$ cat src/rtl/matmul_job_scheduler.sv
// matmul_job_scheduler
//   Round-robin scheduler that shares one matrix_mult kernel (ap_ctrl_chain)
//   among NUM_REQ requesters. It grants one job at a time and drives the kernel
//   ap_start/ap_continue handshake. It steers the kernel memory-port mux
//   through sel, measures per-job latency, counts completed jobs and aborts a
//   job that runs too long.
//
//   Ports
//     ap_clk, ap_rst_n     clock, asynchronous active-low reset
//     req_valid[N]         level request per requester, held until req_ready
//     req_ready[N]         one-cycle one-hot grant pulse
//     req_done[N]          one-cycle completion pulse to the owning requester
//     req_err[N]           one-cycle watchdog pulse to the owning requester
//     sel                  index of the owning requester, stable while busy
//     busy                 high from grant until the scheduler is idle again
//     kern_ap_*            ap_ctrl_chain handshake with the kernel
//     last_latency         cycles (first start .. done inclusive) of last good job
//     job_count            number of successful jobs, saturating
module matmul_job_scheduler #(
   parameter int unsigned NUM_REQ = 4,
   parameter int unsigned REQ_W   = (NUM_REQ > 1) ? $clog2(NUM_REQ) : 1,
   parameter int unsigned CNT_W   = 32,
   parameter int unsigned TIMEOUT = 4096
) (
   input  logic               ap_clk,
   input  logic               ap_rst_n,
   input  logic [NUM_REQ-1:0] req_valid,
   output logic [NUM_REQ-1:0] req_ready,
   output logic [NUM_REQ-1:0] req_done,
   output logic [NUM_REQ-1:0] req_err,
   output logic [REQ_W-1:0]   sel,
   output logic               busy,
   output logic               kern_ap_start,
   input  logic               kern_ap_ready,
   input  logic               kern_ap_done,
   input  logic               kern_ap_idle,
   output logic               kern_ap_continue,
   output logic [CNT_W-1:0]   last_latency,
   output logic [CNT_W-1:0]   job_count
);

   typedef enum logic [2:0] {
      S_IDLE  = 3'd0,
      S_START = 3'd1,
      S_RUN   = 3'd2,
      S_DONE  = 3'd3,
      S_DRAIN = 3'd4
   } state_e;

   state_e               state_q, state_d;
   logic [REQ_W-1:0]     sel_q, sel_d;
   logic [REQ_W-1:0]     rr_q, rr_d;
   logic [CNT_W-1:0]     lat_q, lat_d;
   logic [CNT_W-1:0]     last_lat_q, last_lat_d;
   logic [CNT_W-1:0]     job_cnt_q, job_cnt_d;
   logic [NUM_REQ-1:0]   ready_q, ready_d;
   logic [NUM_REQ-1:0]   done_q, done_d;
   logic [NUM_REQ-1:0]   err_q, err_d;
   logic                 busy_q, busy_d;
   logic                 start_q, start_d;
   logic                 cont_q, cont_d;

   logic [NUM_REQ-1:0]   hi_req_s;
   logic [REQ_W-1:0]     hi_idx_s;
   logic [REQ_W-1:0]     low_idx_s;
   logic [REQ_W-1:0]     grant_idx_s;
   logic                 timeout_s;

   function automatic logic [NUM_REQ-1:0] onehot(input logic [REQ_W-1:0] idx);
      onehot = {{(NUM_REQ-1){1'b0}}, 1'b1} << idx;
   endfunction

   function automatic logic [REQ_W-1:0] wrap_inc(input logic [REQ_W-1:0] idx);
      wrap_inc = (idx == REQ_W'(NUM_REQ - 1)) ? {REQ_W{1'b0}} : idx + {{(REQ_W-1){1'b0}}, 1'b1};
   endfunction

   assign timeout_s = (lat_q == CNT_W'(TIMEOUT));

   // Round-robin pick: lowest valid index at or above rr_q, else lowest valid overall (wrap).
   always_comb begin
      hi_req_s  = {NUM_REQ{1'b0}};
      hi_idx_s  = {REQ_W{1'b0}};
      low_idx_s = {REQ_W{1'b0}};
      for (int i = 0; i < int'(NUM_REQ); i++) begin
         hi_req_s[i] = (i >= int'(rr_q)) ? req_valid[i] : 1'b0;
      end
      // Descending scan so the lowest matching index is the one left standing.
      for (int i = int'(NUM_REQ) - 1; i >= 0; i--) begin
         low_idx_s = req_valid[i] ? REQ_W'(i) : low_idx_s;
         hi_idx_s  = hi_req_s[i]  ? REQ_W'(i) : hi_idx_s;
      end
      grant_idx_s = (|hi_req_s) ? hi_idx_s : low_idx_s;
   end

   // Next-state and next-output logic of the job FSM.
   always_comb begin
      state_d    = state_q;
      sel_d      = sel_q;
      rr_d       = rr_q;
      lat_d      = lat_q;
      last_lat_d = last_lat_q;
      job_cnt_d  = job_cnt_q;
      ready_d    = {NUM_REQ{1'b0}};
      done_d     = {NUM_REQ{1'b0}};
      err_d      = {NUM_REQ{1'b0}};
      case (state_q)
         S_IDLE: begin
            if ((|req_valid) && kern_ap_idle) begin
               state_d = S_START;
               sel_d   = grant_idx_s;
               ready_d = onehot(grant_idx_s);
               lat_d   = {{(CNT_W-1){1'b0}}, 1'b1};
            end else begin
               state_d = S_IDLE;
            end
         end
         S_START: begin
            // done is only meaningful once the kernel has accepted the start.
            if (kern_ap_ready && kern_ap_done) begin
               state_d = S_DONE;
               done_d  = onehot(sel_q);
            end else if (timeout_s) begin
               state_d = S_DRAIN;
               err_d   = onehot(sel_q);
            end else if (kern_ap_ready) begin
               state_d = S_RUN;
               lat_d   = lat_q + {{(CNT_W-1){1'b0}}, 1'b1};
            end else begin
               lat_d   = lat_q + {{(CNT_W-1){1'b0}}, 1'b1};
            end
         end
         S_RUN: begin
            if (kern_ap_done) begin
               state_d = S_DONE;
               done_d  = onehot(sel_q);
            end else if (timeout_s) begin
               state_d = S_DRAIN;
               err_d   = onehot(sel_q);
            end else begin
               lat_d   = lat_q + {{(CNT_W-1){1'b0}}, 1'b1};
            end
         end
         S_DONE: begin
            state_d    = S_IDLE;
            last_lat_d = lat_q;
            job_cnt_d  = (job_cnt_q == {CNT_W{1'b1}}) ? job_cnt_q
                                                       : job_cnt_q + {{(CNT_W-1){1'b0}}, 1'b1};
            rr_d       = wrap_inc(sel_q);
         end
         S_DRAIN: begin
            if (kern_ap_idle) begin
               state_d = S_IDLE;
               rr_d    = wrap_inc(sel_q);
            end else begin
               state_d = S_DRAIN;
            end
         end
         default: begin
            state_d = S_IDLE;
         end
      endcase
      busy_d  = (state_d != S_IDLE);
      start_d = (state_d == S_START);
      cont_d  = (state_d == S_DONE) || (state_d == S_DRAIN);
   end

   // State and registered-output flops; reset clears everything, aborting any job silently.
   always_ff @(posedge ap_clk or negedge ap_rst_n) begin
      if (!ap_rst_n) begin
         state_q    <= S_IDLE;
         sel_q      <= {REQ_W{1'b0}};
         rr_q       <= {REQ_W{1'b0}};
         lat_q      <= {CNT_W{1'b0}};
         last_lat_q <= {CNT_W{1'b0}};
         job_cnt_q  <= {CNT_W{1'b0}};
         ready_q    <= {NUM_REQ{1'b0}};
         done_q     <= {NUM_REQ{1'b0}};
         err_q      <= {NUM_REQ{1'b0}};
         busy_q     <= 1'b0;
         start_q    <= 1'b0;
         cont_q     <= 1'b0;
      end else begin
         state_q    <= state_d;
         sel_q      <= sel_d;
         rr_q       <= rr_d;
         lat_q      <= lat_d;
         last_lat_q <= last_lat_d;
         job_cnt_q  <= job_cnt_d;
         ready_q    <= ready_d;
         done_q     <= done_d;
         err_q      <= err_d;
         busy_q     <= busy_d;
         start_q    <= start_d;
         cont_q     <= cont_d;
      end
   end

   assign req_ready        = ready_q;
   assign req_done         = done_q;
   assign req_err          = err_q;
   assign sel              = sel_q;
   assign busy             = busy_q;
   assign kern_ap_start    = start_q;
   assign kern_ap_continue = cont_q;
   assign last_latency     = last_lat_q;
   assign job_count        = job_cnt_q;

endmodule

$ cat config.mk
export PLATFORM = sky130hd
export DESIGN_NAME = matmul_job_scheduler
export DESIGN_NICKNAME = d
export VERILOG_FILES = /design/src/rtl/matmul_job_scheduler.sv
export SDC_FILE = /design/constraint.sdc
export NUM_CORES = 1
export LEC_CHECK = 0
export CAP_MARGIN = 25
export CORE_MARGIN = 8
export CORE_UTILIZATION = 55
export CTS_BUF_LIST = sky130_fd_sc_hd__clkbuf_8
export DETAILED_ROUTE_END_ITERATION = 10
export GPL_ROUTABILITY_DRIVEN = 0
export PLACE_DENSITY = 0.85
export RECOVER_POWER = 50
export REMOVE_ABC_BUFFERS = 1
export SYNTH_ARGS = -nofsm -noshare
export SYNTH_HDL_FRONTEND = slang
export SYNTH_SLANG_ARGS = --single-unit
$ cat constraint.sdc
create_clock -name ap_clk -period 2.63 [get_ports ap_clk]
set_input_delay 0.526 -clock ap_clk [delete_from_list [all_inputs] [get_ports ap_clk]]
set_output_delay 0.526 -clock ap_clk [all_outputs]
set_load 0.01 [all_outputs]
==> metrics.yaml, run 1 <==
drt:
  detail-route-antenna-nets: 0
  drt_iter0_drc: 288
  drt-pass1-iter-count: 6
  routed_wl_mm: 13.48
  top_layer: "met4"
  vias: 4650
  met1_length_mm: 5.471
  wl_per_cell_um: 16.50
  dr_wl_met3_um: 967
  drc: 0
  via_per_inst: 5.692
  routed-wl-met2_mm: 6.669
final_layout:
  antenna_cells: 0
  nNetsFinal: 688
  layout-drive-gt1-share: 0.09795
  finish.utilization: 0.7278
  fill_cells: 710
  area_growth_pct: 29.26
sta:
  setup_viol: 0
  clock.fmax_mhz: 404.4
  fin_ws_ps: 157.5
  whs_ps: 473.5
  hold_violations: 0
  finalSetupTns_ps: 0
  rsz0062_at_grt: "no"
  period_share: 0.9401
  relSlewSlack: -0.06159
  fin_crit_ps: 2473
  finClkSkew_ps: 12.05
  slew_viol_final: 31
  tightest_slew_ps: 1592
yosys:
  synth_most_common_cell: "dfrtp_1"
  ys_ff_latch: 118
  synth_seq_area_share: 0.5391
  synthTopCellsByArea: "dfrtp_1 54%, nand2_1 7.9%, xnor2_1 6.9%, nand4_1 2.7%, nand3_1 2.0%"
  netlist.area_leader.share: 0.5391
  ys.flop_type: "dfrtp_1"
  synth-edff-count: 0
  synth_area_leader_cell: "dfrtp_1"
  yosysUniqueCellTypes: 50
  syn_area_per_cell_um2: 9.764
  synthTopCellsByCount: "118 x dfrtp_1, 116 x nand2_1, 43 x xnor2_1, 29 x nor2_1, 24 x nand4_1"
  async_flop_share: 1.000
  postSynthCellCount: 561
  netlist_area_um2: 5478
  synth_warnings: 0
critical_path:
  cp-start-kind: "register"
  r2r_end: "lat_q[26]"
  critPathMaxStageDelay_ps: 580
  worst_ep_required_time_ps: 2990
  cp-end-kind: "register"
  r2r_start: "lat_q[1]"
  cp_max_fo: 7
  crit_arrival_ps: 2830
  worst-setup-path-type: "register to register"
  rrSetupSlack_ps: 160
  cp_cell_sequence: "ha_1, nand4_1, or4_4, or4_1, or3_1, a21oi_1"
  reg2regPathDepth: 6
  critical-path-slowest-cell: "or4_4"
grt:
  grt_max_degree: 59
  antenna_found_initial: 0
  grt_pass1_vias: 4693
  grt_pass1_wl_mm: 22.43
  track_usage: 0.2126
  grt-ovfl-total: 0
hold_path:
  holdPathEnd: "last_latency[21]"
  hp-class: "register to register"
  hold_depth: 2
  min_from: "last_latency[21]"
floorplanning:
  rows: 36
  die-area_um2: 13410
  die_y_um: 115.8
  design.core.area_um2: 9729
  dieWidth_um: 115.8
  io_pins: 90
  initial_core_util: 0.5630
outcome:
  failed_checks: "capacitance limit, slew limit"
  outcome: "finished with violations"
clock_tree:
  cts_resized: 0
  cts_hold_buffers: 0
  clk-insertion-delay-late_ps: 440
  cts_setup_buffers: 0
  cts-buffers-inserted: 17
  cts.sinks: 118
  cts_buffer_depth: 2
  path_clk_slew_ps: 70
  cts_tree: "done"
  root_buffer: "clkbuf_8"
  cts.htree.levels: 4
power_and_ir_drop:
  cellPowerDensity_nw_per_um2: 831.9
  power_mw: 5.891
  p_leak_nw: 3.170
  peakVddDrop_mv: 0.5146
place:
  dp_hpwl_mm: 9.603
  port_buffers: 89
  dp_slack_ps: -106.7
run:
  max_cap_violations: 1
==> critical path, delay by kind of cell (launching register included) <==
family,cells,cell delay [ps]
simple gates,4,1620
flops,1,410
fa+ha+maj,1,220
compound gates,1,140
==> worst max path at each step <==
stage / end / start / slack, ps
floorplan: sel[1] / req_valid[1] / -850
global placement: lat_q[26] / req_valid[0] / -2
detailed placement: lat_q[24] / req_valid[0] / -110
CTS: lat_q[24] / lat_q[1] / 80
global route: lat_q[0] / lat_q[0] / 8
finish: lat_q[26] / lat_q[1] / 160
==> layout by cell type (no fill, tap or decap), types with 3 or more instances in the layout <==
| cell | n |
|---|---|
| a21o_1 | 5 |
| a21oi_1 | 14 |
| a31oi_1 | 3 |
| and2_1 | 11 |
| and3_1 | 8 |
| and4_1 | 9 |
| buf_4 | 22 |
| bufinv_16 | 4 |
| clkbuf_8 | 20 |
| clkdlybuf4s50_1 | 87 |
| dfrtp_1 | 118 |
| ha_1 | 7 |
| inv_1 | 15 |
| mux2_2 | 3 |
| nand2_1 | 116 |
| nand3_1 | 22 |
| nand4_1 | 24 |
| nor2_1 | 29 |
| nor2b_1 | 4 |
| nor3_1 | 17 |
| nor4_1 | 16 |
| o21ai_0 | 20 |
| or3_1 | 10 |
| or4_1 | 5 |
| xnor2_1 | 43 |
| xor2_1 | 7 |
==> report_power, final <==
part / internal, mW / switching, mW
logic: 0.824 / 0.898
clock network: 1.09 / 0.702
registers: 2.12 / 0.261
==> logic make-up (layout without fill, tap and decap cells) <==
group                    count (synthesis)  in the layout  share of synthesized area
AO/OA/AOI/OAI                           57             57                    0.06488
XOR/XNOR                                50             50                    0.07995
adder cells (fa/ha/maj)                  7              7                    0.01599
buffers and inverters                   36            159                    0.02604
flip-flops                             118            118                     0.5391
multiplexers                             4              4                   0.007994
AND/OR/NAND/NOR                        289            289                     0.2661
==> state kept, by name (all words and copies together), names as in the netlist <==
register          flops
sel                   2
lat_q                32
busy                  1
job_count            32
kern_ap_start         1
req_done              4
rr_q                  2
state_q               3
kern_ap_continue      1
req_err               4
req_ready             4
last_latency         32
==> stage by stage <==
step	cells	area, µm²
2_1_floorplan	537	5380
3_3_place_gp	786	6669
3_5_place_dp	786	6669
4_1_cts	817	7102
5_1_grt	817	7081
6_report	817	7081
==> layout make-up <==
cell class | count | area, µm² | area share
sequential | 118 | 2953 | 0.4170
multi-input combinational | 407 | 2392 | 0.3379
inverter | 12 | 45.04 | 0.006362
clock inverter | 11 | 157.7 | 0.02227
timing repair buffer | 116 | 1091 | 0.1541
tap | 133 | 166.4 | 0.02350
clock buffer | 20 | 275.3 | 0.03888
==> per-layer routing <==
metal / global-route usage / up-vias
li1: - / 2180
met2: 0.3495 / 169
met4: 0.1029 / 0
met5: 0 / -
met1: 0.2465 / 2264
met3: 0.06826 / 37
(Power assumes the default switching activity.)
==> run 2, diff against run 1 <==
==> constraint.sdc (replaced) <==
create_clock -name ap_clk -period 2.63 [get_ports ap_clk]
set_input_delay 0.789 -clock ap_clk [delete_from_list [all_inputs] [get_ports ap_clk]]
set_output_delay 0.789 -clock ap_clk [all_outputs]
set_load 0.01 [all_outputs]
==> run 2 against run 1 <==
  * The run now ends clean
  * Clock-buffer cell count is 3 lower
  * First-iteration DRC count is 28% higher
  * Global-route usage grew 0.29 points
  * Cell count is 0.61% higher
  * Maximum frequency shrank 5.2%
  * Clock skew fell by 1.6 ps
  * Combinational power rose by 3%
  * Critical endpoint is now lat_q[24]
  * Largest cell class unchanged
==> metrics.yaml, run 2 (synthesis gave the netlist of run 1 again) <==
final_layout:
  area_growth_pct: 29.83
  fill_cells: 697  # -1.8%
  layout_commonest_cell: "dfrtp_1"
  layout-drive-gt1-share: 0.1219  # +0.02396
  nNetsFinal: 692  # +0.58%
  antenna_cells: 0  # unchanged
  final_cell_area_um2: 7112  # +0.44%
  layout_common_cells: "118 x dfrtp_1, 116 x nand2_1, 88 x clkdlybuf4s50_1, 43 x xnor2_1, 29 x nor2_1"
  finish.utilization: 0.7310  # +0.003215
drt:
  wl_per_cell_um: 17.13  # +3.8%
  vias: 4804  # +3.3%
  routed_wl_mm: 14.08  # +4.5%
  via_per_inst: 5.844  # +2.7%
  drt_iter0_drc: 368  # +28%
  detail-route-antenna-nets: 0  # unchanged
  drc: 0  # unchanged
  drt-pass1-iter-count: 5  # -1
floorplanning:
  die_y_um: 115.8  # unchanged
  dieWidth_um: 115.8  # unchanged
  die-area_um2: 13410  # unchanged
  io_pins: 90  # unchanged
  rows: 36  # unchanged
  design.core.area_um2: 9729  # unchanged
  initial_core_util: 0.5630  # unchanged
grt:
  grt_pass1_wl_mm: 22.92  # +2.2%
  grt_pass1_vias: 4728  # +0.75%
  grt_max_degree: 45  # -24%
  antenna_found_initial: 0  # unchanged
  track_usage: 0.2155  # +0.002926
  grt-ovfl-total: 0  # unchanged
critical_path:
  cp-end-kind: "register"
  path_depth: 6  # unchanged
  crit_end: "lat_q[24]"
  path_buf_inv: 1  # +1
  crit_arrival_ps: 2960  # +130 ps
  crit_start: "req_valid[0]"
  reg2regPathDepth: 6  # unchanged
  cp-start-kind: "input pin"
  cp_max_fo: 7  # unchanged
  r2r_end: "lat_q[24]"
  worst_ep_required_time_ps: 2990  # about the same
  r2r_start: "lat_q[1]"
  critPathMaxStageDelay_ps: 570  # about the same
  rrSetupSlack_ps: 100  # -60 ps
  path_delay_family: "simple AND/OR/NAND/NOR gates"
  worst-setup-path-type: "input pin to register"
  critical-path-slowest-cell: "or4b_4"
  cp_cell_sequence: "clkdlybuf4s50_1, o41ai_1, a221o_2, or4b_4, or3_4, a21oi_2"
clock_tree:
  clk-insertion-delay-late_ps: 430  # about the same
  cts_setup_buffers: 0  # unchanged
  cts_tree: "done"
  cts.sinks: 118  # unchanged
  root_buffer: "clkbuf_8"
  cts-buffers-inserted: 17  # unchanged
  cts.htree.levels: 4  # unchanged
  cts_hold_buffers: 0  # unchanged
  cts_buffer_depth: 2  # unchanged
  path_clk_slew_ps: 70  # about the same
sta:
  hold_violations: 0  # unchanged
  tightest_slew_ps: 1093  # -499.7 ps
  fin_ws_ps: 20.83  # -136.6 ps
  relSlewSlack: 0.2715  # +0.3331
  finClkSkew_ps: 10.50  # -1.557 ps
  fin_crit_ps: 2609  # +136.6 ps
  clock.fmax_mhz: 383.3  # -5.2%
  rsz0062_at_grt: "no"
  setup_viol: 0  # unchanged
  whs_ps: 474.2  # +0.7540 ps
  period_share: 0.9921  # +0.05195
  slew_viol_final: 0  # -100%
power_and_ir_drop:
  peakVddDrop_mv: 0.5874  # +14%
  cellPowerDensity_nw_per_um2: 826.8  # -0.61%
  p_leak_nw: 3.172  # about the same
  power_mw: 5.880  # -0.17%
place:
  dp_hpwl_mm: 9.468  # -1.4%
  dp_slack_ps: -382.8  # -276.2 ps
  dpl_cell_area_um2: 6699  # +0.45%
  port_buffers: 89  # unchanged
outcome:
  outcome: "finished clean"
hold_path:
  hp-class: "register to register"
run:
  max_cap_violations: 0  # -1
[run 2: what timing repair did]
action,in CTS,in global routing
endpoints found under the setup margin,1,3
pin swaps,0,1
gates resized for setup,1,7
[run 2: routing by layer]
metal | part of all wire | vias up | track usage
met5 | 0 | - | 0
met4 | 0.028 | 0 | 0.1020
met3 | 0.077 | 48 | 0.05680
met2 | 0.49 | 224 | 0.3557
met1 | 0.40 | 2337 | 0.2575
li1 | - | 2195 | -
[run 2: how the worst min path moves through the flow]
stage | startpoint | to | slack (ps) | cells past startpoint
global placement | last_latency[8] | last_latency[8] | 460 | 2
floorplan | lat_q[31] | last_latency[31] | 470 | 2
CTS | ap_rst_n | job_count[6] | 370 | 1
finish | last_latency[21] | last_latency[21] | 470 | 2
global route | job_count[12] | job_count[12] | 500 | 1
detailed placement | last_latency[21] | last_latency[21] | 460 | 2
[run 2: where the power goes]
group | internal, mW | switching [mW]
Combinational | 0.857 | 0.928
Clock | 0.940 | 0.769
Sequential | 2.11 | 0.274
Total | 3.91 | 1.97
[run 2: layout make-up]
cell class,instances,area [µm²],share of cell area
Clock buffer,17,234.0,0.03290
Tap cell,133,166.4,0.02340
Sequential cell,118,2953,0.4152
Multi-Input combinational cell,407,2422,0.3406
Inverter,12,45.04,0.006334
Timing Repair Buffer,120,1111,0.1562
Clock inverter,15,180.2,0.02533
[run 2: worst register-to-register path, delay by kind of cell (launching register included)]
kind / cells / cell delay (ps)
AND/OR/NAND/NOR: 4 / 1650
AO/OA/AOI/OAI: 1 / 150
flip-flops: 1 / 420
adder cells (fa/ha/maj): 1 / 240
[run 2: per-stage QoR]
| step | std cells | setup TNS, ps |
|---|---|---|
| 4_1_cts | 822 | 0 |
| 5_1_grt | 822 | 0 |
| 3_3_place_gp | 790 | -2849 |
| 3_5_place_dp | 790 | -4163 |
| 2_1_floorplan | 537 | -27880 |
| 6_report | 822 | 0 |
==> edit 1, RTL diff (config.mk and constraints of run 1) <==
The 5 states of `state_e` get a Gray code encoding in 3 bits.
--- a/src/rtl/matmul_job_scheduler.sv
+++ b/src/rtl/matmul_job_scheduler.sv
@@ -42,7 +42,7 @@
    typedef enum logic [2:0] {
-      S_IDLE  = 3'd0,
-      S_START = 3'd1,
-      S_RUN   = 3'd2,
-      S_DONE  = 3'd3,
-      S_DRAIN = 3'd4
+      S_IDLE  = 3'b000,
+      S_START = 3'b001,
+      S_RUN   = 3'b011,
+      S_DONE  = 3'b010,
+      S_DRAIN = 3'b110
    } state_e;
Formal check against the unedited RTL: no difference found for any inputs over 4 cycles, from zero or initial values and one cycle with ap_rst_n low; so few cycles prove little.
==> edit 1 against run 1 <==
The flow still finishes with violations (max-capacitance violations, max-slew violations). Total power decreased by 13%. Worst setup slack improved by 0.059 ns. Non-clock buffer count decreased by 11. First-iteration DRC count increased by 23%. Sequential cell count unchanged. Area after synthesis decreased by 1.3%. Die area decreased by 1.1%. Design area decreased by 1.9%. Register-to-register slack improved by 0.20 ns. Routed wire length decreased by 3.7%. Sequential power decreased by 8%. Combinational power decreased by 28%. Critical path depth increased by 2. Critical path type is now primary input to register. Highest routed layer unchanged.
==> edit 1: results (changes against run 1) <==
run_status:
  status: "complete, but fails checks"  # unchanged
  violations: "max-capacitance violations, max-slew violations"  # unchanged
hold_path:
  hold_end: "job_count[27]$_DFFE_PN0P_"  # was last_latency[21]$_DFFE_PN0P_
timing:
  maxSlewViolCount: 36  # was 31
  relSlewSlack: -0.357  # was -0.0616
  skew_ns: 0.0112  # was 0.0121 ns
global_route:
  track_usage: 0.206  # was 0.213
  grt_first_pass_wirelength_um: 21600  # was 22400 µm
  grt_max_degree: 54  # was 59
  use_met2: 0.352  # was 0.350
logic_synthesis:
  muxShareOfSynthArea: 0.0576  # was 0.00799
  yosys.cell_types.count: 51  # was 50
  syn_inst: 514  # was 561
  synth.top_cells.by_count: "118 x dfrtp_1, 61 x nand2_1, 48 x nor2_1"  # was 118 x dfrtp_1, 116 x nand2_1, 43 x xnor2_1
  synth.top_cells.by_area: "dfrtp_1 55%, mux2_2 5.2%, nand2_1 4.2%, xnor2_1 4.0%, nor2_1 3.3%"  # was dfrtp_1 54%, nand2_1 7.9%, xnor2_1 6.9%, nand4_1 2.7%, nand3_1 2.0%
detailed_routing:
  wl_met1_um: 5530  # was 5470 µm
  vias: 4394  # was 4650
worst_setup_path:
  worstPathArrival_ns: 2.72  # was 2.83 ns
  cpPeakStageDelay_ns: 0.55  # was 0.58 ns
  crit_start: "kern_ap_ready"  # was lat_q[1]$_DFFE_PN0P_
power_and_ir_drop:
  combPwrFrac: 0.239  # was 0.292
  vdd_drop_max_v: 0.000528  # was 0.000515 V
run:
  drv_cap: 1  # unchanged
clocking:
  clk-insertion-delay-late_ns: 0.42  # was 0.44 ns
placed_design:
  placed_cell_area_um2: 6540  # was 6670 µm²
  pre_cts_slack_ns: -0.0818  # was -0.107 ns
cells_and_area:
  layout-drive-gt1-share: 0.120  # was 0.0980
edit 1: worst max-delay path, delay by kind of cell:
kind            cells  cell delay [ns]
buf+inv             3             0.93
simple gates        2             0.77
compound gates      3             0.49
edit 1: timing repair:
action                                  4_1_cts  5_1_grt
resized for setup                             0        0
endpoints found under the setup margin        0        1
buffers inserted                              0        2
edit 1: final cells by class:
cell class | instances | area, µm²
Sequential cell | 118 | 2950
Fill cell | 706 | 2700
Multi-Input combinational cell | 367 | 2340
Timing Repair Buffer | 105 | 1020
Clock buffer | 18 | 248
Tap cell | 133 | 166
Clock inverter | 12 | 163
Inverter | 14 | 52.6
edit 1: cell families (layout without fill, tap and decap cells):
family	count (synthesis)	count (layout)
and+or+nand+nor	229	229
DFF	118	118
AOI/OAI and AO/OA	61	61
xor gates and xnor gates	42	42
buffers and inverters	29	149
muxes	28	28
adders and majority gates	7	7
==> edit 2, RTL diff (config.mk and constraints of run 1) <==
Made on the original files. Set the parameter `CNT_W` to 28 (it was 32).
--- a/src/rtl/matmul_job_scheduler.sv
+++ b/src/rtl/matmul_job_scheduler.sv
@@ -21,3 +21,3 @@
    parameter int unsigned REQ_W   = (NUM_REQ > 1) ? $clog2(NUM_REQ) : 1,
-   parameter int unsigned CNT_W   = 32,
+   parameter int unsigned CNT_W   = 28,
    parameter int unsigned TIMEOUT = 4096
Interface: changed (resized job_count and last_latency); port bits go from 90 to 82. No check against the original RTL was run, so the function may have changed too.
==> edit 2 against run 1 <==
Cell count decreased by 14%. Total power decreased by 19%. First-iteration DRC count decreased by 9.4%. Die area decreased by 9.1%. Utilization decreased by 2.4 points. Routed wire length decreased by 14%. Critical endpoint is now lat_q[27]$_DFFE_PN0P_. Sequential cell count decreased by 12. Global-route usage decreased by 2.2 points. Sequential share of layout area increased by 1.7 points. Via count decreased by 13%. Largest cell class unchanged. Area after synthesis decreased by 11%. Clock skew decreased by 0.0014 ns. Design area decreased by 14%. Worst setup slack improved by 0.082 ns.
==> edit 2: results (changes against run 1) <==
run_status:
  status: "finished, final reports clean"  # was complete, but fails checks
power_and_ir_drop:
  vdd_drop_max_v: 0.000531  # was 0.000515 V
  cellLeakagePower_nw: 2.77  # was 3.17 nW
detailed_routing:
  wl_met1_um: 4860  # was 5470 µm
  wl_per_cell_um: 16.5  # about the same
  vias: 4031  # was 4650
  wl_met3_um: 755  # was 967 µm
  wl_met2_um: 5810  # was 6670 µm
global_route:
  grt_first_pass_wirelength_um: 19900  # was 22400 µm
  track_usage: 0.191  # was 0.213
  use_met2: 0.316  # was 0.350
logic_synthesis:
  yosys.cell_types.count: 48  # was 50
  muxShareOfSynthArea: 0.00893  # was 0.00799
  synth-compound-area-share: 0.0574  # was 0.0649
  synth.top_cells.by_area: "dfrtp_1 54%, nand2_1 7.1%, xnor2_1 5.7%, nor2_1 3.1%, xor2_1 2.9%"  # was dfrtp_1 54%, nand2_1 7.9%, xnor2_1 6.9%, nand4_1 2.7%, nand3_1 2.0%
  synth_fa_ha_area_frac: 0.0179  # was 0.0160
  ys_seq_area_frac: 0.541  # was 0.539
  synth.top_cells.by_count: "106 x dfrtp_1, 93 x nand2_1, 41 x nor2_1"  # was 118 x dfrtp_1, 116 x nand2_1, 43 x xnor2_1
  syn_area_per_cell_um2: 9.77  # was 9.76 µm²
placed_design:
  place_inst: 688  # was 786
  io_buffers: 81  # was 89
  hpwlAfterDp_um: 8320  # was 9600 µm
  placed_cell_area_um2: 5920  # was 6670 µm²
cells_and_area:
  layout-drive-gt1-share: 0.0755  # was 0.0980
  fin_nets: 607  # was 688
worst_setup_path:
  worstPathArrival_ns: 2.64  # was 2.83 ns
  crit_path_end: "lat_q[27]$_DFFE_PN0P_"  # was lat_q[26]$_DFFE_PN0P_
  rr_startpoint: "state_q[0]$_DFF_PN0_"  # was lat_q[1]$_DFFE_PN0P_
  crit_start: "req_valid[0]"  # was lat_q[1]$_DFFE_PN0P_
  ff2ff_path_depth: 5  # was 6
  path_max_fanout: 4  # was 7
  reg2reg_slack_ns: 0.31  # was 0.16 ns
clocking:
  numCtsBuffers: 9  # was 17
  cts_htree_levels: 3  # was 4
  clk_pin_slew_ns: 0.10  # was 0.07 ns
  clk-insertion-delay-late_ns: 0.36  # was 0.44 ns
timing:
  skew_ns: 0.0106  # was 0.0121 ns
  setup_slack_ns: 0.239  # was 0.157 ns
  whs_ns: 0.388  # was 0.473 ns
  relSlewSlack: 0.192  # was -0.0616
hold_path:
  holdCritPathClass: "primary input to async pin"  # was register to register
[edit 2: cells by family after synthesis]
group	Yosys count
fa+ha+maj	7
flops	106
xor+xnor	48
buf+inv	39
compound gates	45
simple gates	253
mux	4
[edit 2: final cells by class]
cell class | instances | area [µm²]
clock buffer | 12 | 165
clock inverter | 4 | 50.0
fill | 640 | 2570
inverter | 16 | 60.1
multi-input combinational | 357 | 2090
sequential | 106 | 2650
tap | 108 | 135
timing repair buffer | 101 | 956
[edit 2: power groups by stage]
stage	Combinational [W]	Clock [W]	Sequential, W
3_3_place_gp	0.00155	0	0.00217
3_5_place_dp	0.00159	0	0.00219
4_1_cts	0.00160	0.00107	0.00216
2_1_floorplan	0.000656	0	0.00225
5_1_grt	0.00173	0.00113	0.00220
6_report	0.00157	0.00105	0.00216
[edit 2: worst max-delay path, cell delays in order]
cell,delay [ns]
clkdlybuf4s50_1,0.51
o41ai_1,0.15
a221o_1,0.39
or3_1,0.37
nor4_1,0.31
mux2_2,0.38
